## src/rtl/fifo_uart_tx.sv

```systemverilog
// fifo_uart_tx
//   Drains a synchronous byte FIFO onto a UART-style serial line. Whenever the
//   FIFO reports non-empty while idle, one word is popped and sent as an
//   8N1-style frame: start bit (0), DATA_WIDTH data bits LSB first, stop bit (1).
//
// Parameters
//   CLKS_PER_BIT  clock cycles per serial bit (2 or more)
//   DATA_WIDTH    FIFO word width and data bits per frame
//
// Ports
//   clk         system clock, rising edge
//   reset       synchronous active-high reset
//   fifo_empty  FIFO empty flag, sampled only in IDLE
//   fifo_data   FIFO read data, valid the cycle after fifo_rd_e
//   fifo_rd_e   FIFO read enable, one cycle per popped word
//   tx          serial line, idles high
//   busy        high whenever a pop or frame is in progress
//   tx_done     one-cycle pulse after a frame's stop bit
module fifo_uart_tx #(
   parameter int CLKS_PER_BIT = 16,
   parameter int DATA_WIDTH   = 8
) (
   input  logic                  clk,
   input  logic                  reset,
   input  logic                  fifo_empty,
   input  logic [DATA_WIDTH-1:0] fifo_data,
   output logic                  fifo_rd_e,
   output logic                  tx,
   output logic                  busy,
   output logic                  tx_done
);

   localparam int CW = $clog2(CLKS_PER_BIT);
   localparam int BW = (DATA_WIDTH > 1) ? $clog2(DATA_WIDTH) : 1;
   localparam logic [CW-1:0] CLK_LAST = CW'(CLKS_PER_BIT - 1);
   localparam logic [BW-1:0] BIT_LAST = BW'(DATA_WIDTH - 1);

   typedef enum logic [2:0] {IDLE, FETCH, LOAD, START, DATA, STOP} state_t;

   state_t                state;
   logic [CW-1:0]         clk_cnt;
   logic [BW-1:0]         bit_cnt;
   logic [DATA_WIDTH-1:0] shift;
   logic [DATA_WIDTH-1:0] shift_nxt;
   logic                  clk_last;

   // Read enable is decoded from state so the pop happens in FETCH and the
   // registered FIFO output is ready to capture one cycle later in LOAD.
   assign fifo_rd_e = (state == FETCH);
   assign busy      = (state != IDLE);
   assign clk_last  = (clk_cnt == CLK_LAST);
   assign shift_nxt = shift >> 1;

   always_ff @(posedge clk) begin
      if (reset) begin
         state   <= IDLE;
         tx      <= 1'b1;
         tx_done <= 1'b0;
         clk_cnt <= '0;
         bit_cnt <= '0;
         shift   <= '0;
      end else begin
         tx_done <= 1'b0;
         case (state)
            IDLE: begin
               tx <= 1'b1;
               if (!fifo_empty) state <= FETCH;
            end
            FETCH: state <= LOAD;
            LOAD: begin
               // Word is captured here; later fifo_data changes cannot leak in.
               shift   <= fifo_data;
               tx      <= 1'b0;
               clk_cnt <= '0;
               bit_cnt <= '0;
               state   <= START;
            end
            START: begin
               if (clk_last) begin
                  clk_cnt <= '0;
                  tx      <= shift[0];
                  state   <= DATA;
               end else begin
                  clk_cnt <= clk_cnt + 1'b1;
               end
            end
            DATA: begin
               if (clk_last) begin
                  clk_cnt <= '0;
                  if (bit_cnt == BIT_LAST) begin
                     tx    <= 1'b1;
                     state <= STOP;
                  end else begin
                     bit_cnt <= bit_cnt + 1'b1;
                     shift   <= shift_nxt;
                     tx      <= shift_nxt[0];
                  end
               end else begin
                  clk_cnt <= clk_cnt + 1'b1;
               end
            end
            STOP: begin
               if (clk_last) begin
                  clk_cnt <= '0;
                  tx_done <= 1'b1;
                  state   <= IDLE;
               end else begin
                  clk_cnt <= clk_cnt + 1'b1;
               end
            end
            default: begin
               tx    <= 1'b1;
               state <= IDLE;
            end
         endcase
      end
   end

endmodule

```

## config.mk

```make
export PLATFORM = sky130hd
export DESIGN_NAME = fifo_uart_tx
export DESIGN_NICKNAME = d
export VERILOG_FILES = /design/src/rtl/fifo_uart_tx.sv
export SDC_FILE = /design/constraint.sdc
export NUM_CORES = 1
export LEC_CHECK = 0
export CAP_MARGIN = 30
export CORE_MARGIN = 4
export CORE_UTILIZATION = 45
export CTS_CLUSTER_SIZE = 40
export DETAILED_ROUTE_END_ITERATION = 10
export PLACE_DENSITY = 0.73
export SETUP_SLACK_MARGIN = 0.1
export SLEW_MARGIN = 40
export SYNTH_ARGS = -nofsm -noshare
export SYNTH_HDL_FRONTEND = slang
export SYNTH_SLANG_ARGS = --single-unit
```

## constraint.sdc

```tcl
create_clock -name clk -period 3.5 [get_ports clk]
set_clock_uncertainty 0.15 [all_clocks]
set_input_delay 0.525 -clock clk [delete_from_list [all_inputs] [get_ports clk]]
set_output_delay 0.525 -clock clk [all_outputs]
set_load 0.01 [all_outputs]
```

==> results of run 1 <==
final timing paths:
kind / slack, ns / start / depth (start not counted) / endpoint
worst max-delay path: 1.01 / state[0]$_SDFFE_PP0P_ / 3 / fifo_rd_e
worst min-delay path: 0.34 / bit_cnt[0]$_SDFFE_PP0P_ / 1 / bit_cnt[0]$_SDFFE_PP0P_
worst max register to register: 1.22 / bit_cnt[0]$_SDFFE_PP0P_ / 6 / shift[7]$_SDFFE_PP0P_
worst min register to register: 0.34 / bit_cnt[0]$_SDFFE_PP0P_ / 1 / bit_cnt[0]$_SDFFE_PP0P_
cell type report:
class	instances	area share
multi-input cells	90	0.4881
repair buffers	14	0.1158
well taps	28	0.02896
clock buffers	4	0.02999
inverters	2	0.006205
flip-flops and latches	20	0.3309
per-layer routing:
metal / vias to the layer above / wire length [um]
li1: 457 / -
met4: 0 / 14
met1: 412 / 945
met3: 2 / 122
met5: - / 0
met2: 27 / 889
flip-flops by register name (all words and copies together) (netlist names):
| signal | cells |
|---|---|
| clk_cnt | 4 |
| shift | 8 |
| tx_done | 1 |
| tx | 1 |
| state | 3 |
| bit_cnt | 3 |
where the power goes:
part	internal (W)	switching (W)
sequential	0.000240	0.0000145
combinational	0.0000364	0.0000301
clock	0.0000634	0.0000700
cell usage in the layout, fill, tap and decap left out, types with 2 or more instances in the layout:
master	count
nor2b_1	3
nand2b_1	5
clkbuf_4	3
nand2_1	6
nand3_1	2
dfxtp_1	20
a31oi_1	2
and3_1	2
a211oi_1	8
a21oi_1	7
ha_1	3
nor3_1	3
nor2_1	16
inv_1	2
o21ai_0	8
clkdlybuf4s50_1	14
nand3b_1	3
mux2i_1	6
critical path, stage by stage (launching register included):
cell             delay (ns)
dfxtp_1                0.68
nand2b_1               0.18
nor2_1                 0.12
clkdlybuf4s50_1        0.54
logic make-up (layout without fill, tap and decap cells):
family,Yosys count,count (layout),synth area share
adder cells (fa/ha/maj),3,3,0.03551
flip-flops,20,20,0.3787
multiplexers,7,7,0.06746
AO/OA/AOI/OAI,33,33,0.2189
buffers and inverters,13,20,0.06273
AND/OR/NAND/NOR,47,47,0.2367
per-stage QoR:
stage          hold slack [ns]  cells  setup slack [ns]
3_3_place_gp            0.3028    154             1.252
3_5_place_dp            0.3160    154             1.204
2_1_floorplan           0.2908    123             1.499
5_1_grt                 0.3626    158            0.8720
6_report                0.3367    158             1.014
4_1_cts                 0.3359    158             1.005
==> impl_metrics.toml, run 1 <==
[floorplanning]
die_x_um = 56.47
ios = 15
initial_utilization = 0.4734
die_area_mm2 = 0.003189
core_mm2 = 0.002233
die_height_um = 56.47
row_count = 17

[logic_synthesis]
syn_avg_cell_area_um2 = 8.596
yosysMostFrequentCell = "dfxtp_1"
ys.flop_type = "dfxtp_1"
async_flop_share = 0
synth_area_mm2 = 0.001057
synthTopCellsByArea = "dfxtp_1, mux2i_1, a211oi_1, nor2_1, o21ai_0"
yosys.area.top_type = "dfxtp_1"
synthesis.nets = 137
yosys-top-cells-count = "dfxtp_1, nor2_1, a211oi_1, o21ai_0"
synth_edf_count = 0
synth_warnings = 0
ys_seq_area_frac = 0.3787
ys_types = 35
synthCells = 123
ys_ff_latch = 20
synth_top_area_share = 0.3787

[critical_path]
end_kind = "output port"
crit_fanout = 16
critPathLaunchType = "register"
required_ns = 2.82
crit_type = "register to output port"
arrival_ns = 1.81

[drt]
viasPerCell = 5.684
drt_iter0_drc = 14
wire_per_inst_um = 12.49
drtPass1Iterations = 4
totalWireLength_mm = 1.973
num_vias = 898
drcViolationCount = 0
antenna_left = 0

[global_route]
grt_use_met2 = 0.2211
antenna_found_initial = 0
grt_overflow = 0
grt_pass1_wl_mm = 3.629
grtUsageMet1 = 0.1816
grt_pass1_vias = 847
gr-usage-all-layers = 0.1390
grt.busiest_layer = "met2"
grt_max_degree = 23
grtUsageMet3 = 0.03218

[final_layout]
drive_gt1_frac = 0.08462
multiInputGateArea_um2 = 590.6
final_nets = 145
seqCellArea_um2 = 400.4
fillers = 226
fin_area_mm2 = 0.001210
final_util = 0.5417
area_growth_pct = 14.44
insertedDiodeCount = 0

[cts]
clock-sinks = 20
clk-insertion-delay-late_ns = 0.29
tritoncts = "built"
cts_resized = 0
cts_buffers = 3
cts-root-buf = "clkbuf_4"
post_cts_buffers = 0
cts-hold-fix-buffers = 0
cts_max_level = 1
cts_buffer_depth = 2
clk_transition_reported_paths_ns = 0.11

[timing]
finalSetupViolations = 0
max_freq_ghz = 0.4023
period_share = 0.7102
max-slew-margin-rel = 0.4823
fin_tns_setup_ns = 0
maxSlewViolCount = 0
rsz0062_at_grt = "no"
worstMarginPinSlew_ns = 0.7742
finalHoldViolCount = 0
fin_crit_ns = 2.486

[placed_design]
portBuffers = 14
dp_hpwl_mm = 1.387
gp_congestion = 0.7418
place_area_mm2 = 0.001174

[flow_run]
drv_cap = 0

[power]
leakagePower_nw = 0.4740
total_power_w = 0.0004543
powerDensity_mw_per_mm2 = 375.5
ir_drop_uv = 234.5

[outcome]
status = "finished, final reports clean"

[hold_path]
hold_class = "register to register"
Note: power is estimated with default switching activity, not from simulation.
==> run 2, diff against run 1 <==
- PLACE_DENSITY: 0.73 -> 0.75
- clock period: 3.5 -> 2.1 ns (I/O delays scaled with it)
==> run 2 against run 1 <==
Net effect:
- worst setup slack worse by 0.92 ns
- clock power is 73% higher
- register-to-register slack worse by 1.1 ns
- highest routed layer unchanged
- total power is 79% higher
- sequential cell count stayed put
- critical endpoint is now shift[0]$_SDFFE_PP0P_
- sequential power is 65% higher
- non-clock buffer count is 16 higher
==> impl_metrics.toml, run 2 (same netlist as run 1, synthesis figures left out) <==
[outcome]
status = "finished, final reports clean"

[timing]
maxSlewViolCount = 0
period_share = 0.9541
rsz0062_at_grt = "yes"
worstMarginPinSlew_ns = 0.3590
finalHoldViolCount = 0
finalSetupViolations = 0
max-slew-margin-rel = 0.7604
fin_tns_setup_ns = 0
max_freq_ghz = 0.4991
fin_crit_ns = 2.004
hold-worst-slack_ns = 0.3577

[floorplanning]
die_area_mm2 = 0.003189
die_x_um = 56.47
ios = 15
row_count = 17
core_mm2 = 0.002233
initial_utilization = 0.4734
die_height_um = 56.47

[final_layout]
final_nets = 161
final_cell_mix = "dfxtp_1, nor2_1, clkdlybuf4s50_1"
drive_gt1_frac = 0.2466
area_growth_pct = 34.67
regMostFlops = "shift"
largest_register_ffs = 8
stdcell_count = 174
insertedDiodeCount = 0
top_regs = "shift (8), clk_cnt (4)"
final_common_cell = "dfxtp_1"
fin_area_mm2 = 0.001424

[critical_path]
r2r_start = "bit_cnt[1]$_SDFFE_PP0P_"
r2r_setup_slack_ns = 0.1
critPathLaunchType = "register"
crit_fanout = 6
r2r_cells = 8
end_kind = "register"
crit_type = "register to register"
required_ns = 2.15
arrival_ns = 2.06
critPathLaunch = "bit_cnt[1]$_SDFFE_PP0P_"

[cts]
cts-hold-fix-buffers = 0
cts_buffers = 3
cts-root-buf = "clkbuf_4"
clock-sinks = 20
cts_max_level = 1
clk-insertion-delay-late_ns = 0.30
cts_buffer_depth = 2
clk_transition_reported_paths_ns = 0.12
tritoncts = "built"

[power]
p_switching_w = 0.0002129
p_seq_frac = 0.516
power_switching_share = 0.2622
total_power_w = 0.0008118
p_comb_frac = 0.200
ir_drop_uv = 457.7
pwr-share-clk = 0.284
powerDensity_mw_per_mm2 = 570.1
leakagePower_nw = 0.5737
p_int_w = 0.0005989

[drt]
wire_per_inst_um = 13.68
drcViolationCount = 0
viasPerCell = 5.454
num_vias = 949
drt_iter0_drc = 12
antenna_left = 0
drtPass1Iterations = 4
totalWireLength_mm = 2.380

[placed_design]
place_area_mm2 = 0.001239
dp_hpwl_mm = 1.546
gp_congestion = 0.7860
dp_cells = 161
portBuffers = 14

[hold_path]
holdPathStages = 2
hold_class = "register to register"
hp-start = "bit_cnt[1]$_SDFFE_PP0P_"

[global_route]
grtUsageMet1 = 0.1858
grt_pass1_wl_mm = 4.043
grt_pass1_vias = 944
grt_overflow = 0
grtUsageMet3 = 0.02989
grt_max_degree = 14
grt.busiest_layer = "met2"
gr-usage-all-layers = 0.1589
antenna_found_initial = 0
grt_use_met2 = 0.2772

[flow_run]
drv_cap = 0
run 2: layout make-up:
| class | instances | area (um2) |
|---|---|---|
| fillers | 204 | 809.5 |
| well taps | 28 | 35.03 |
| inverters | 2 | 7.507 |
| multi-input cells | 90 | 635.6 |
| flip-flops and latches | 20 | 404.1 |
| repair buffers | 30 | 305.3 |
| clock buffers | 4 | 36.28 |
run 2: final timing paths:
path                        endpoint
max            shift[0]$_SDFFE_PP0P_
min          bit_cnt[1]$_SDFFE_PP0P_
max reg2reg    shift[0]$_SDFFE_PP0P_
min reg2reg  bit_cnt[1]$_SDFFE_PP0P_
run 2: repair_timing:
action | 4_1_cts | 5_1_grt
cloned | 1 | 0
gates resized for setup | 18 | 0
pin swaps | 2 | 2
endpoints found under the setup margin | 9 | 10
setup buffers | 8 | 0
run 2: power groups by stage:
stage / logic [W] / clock network [W] / registers (W)
after floorplan: 0.0000853 / 0 / 0.000420
after global placement: 0.000128 / 0 / 0.000427
after detailed placement: 0.000132 / 0 / 0.000428
after CTS: 0.000163 / 0.000239 / 0.000419
after global routing: 0.000178 / 0.000260 / 0.000422
final: 0.000162 / 0.000230 / 0.000419
run 2: metal layers:
metal | wire [um] | vias up | share of wire
li1 | - | 490 | -
met1 | 1085 | 435 | 0.46
met2 | 1156 | 20 | 0.49
met3 | 102 | 4 | 0.043
met4 | 36 | 0 | 0.015
met5 | 0 | - | 0
run 2: per-stage QoR:
step / worst slack (ns) / util
after CTS: 0.07324 / 0.6375
final: 0.09639 / 0.6375
after global routing: 0.03629 / 0.6375
after global placement: 0.07352 / 0.5546
after floorplan: 0.1273 / -
after detailed placement: 0.002209 / 0.5546
run 2: worst max-delay path: stages, from the launching register on:
cell,delay (ns)
dfxtp_2,0.36
ha_4,0.16
ha_4,0.15
or4b_4,0.50
o22ai_4,0.18
buf_6,0.15
buf_16,0.11
buf_6,0.09
a211oi_2,0.05
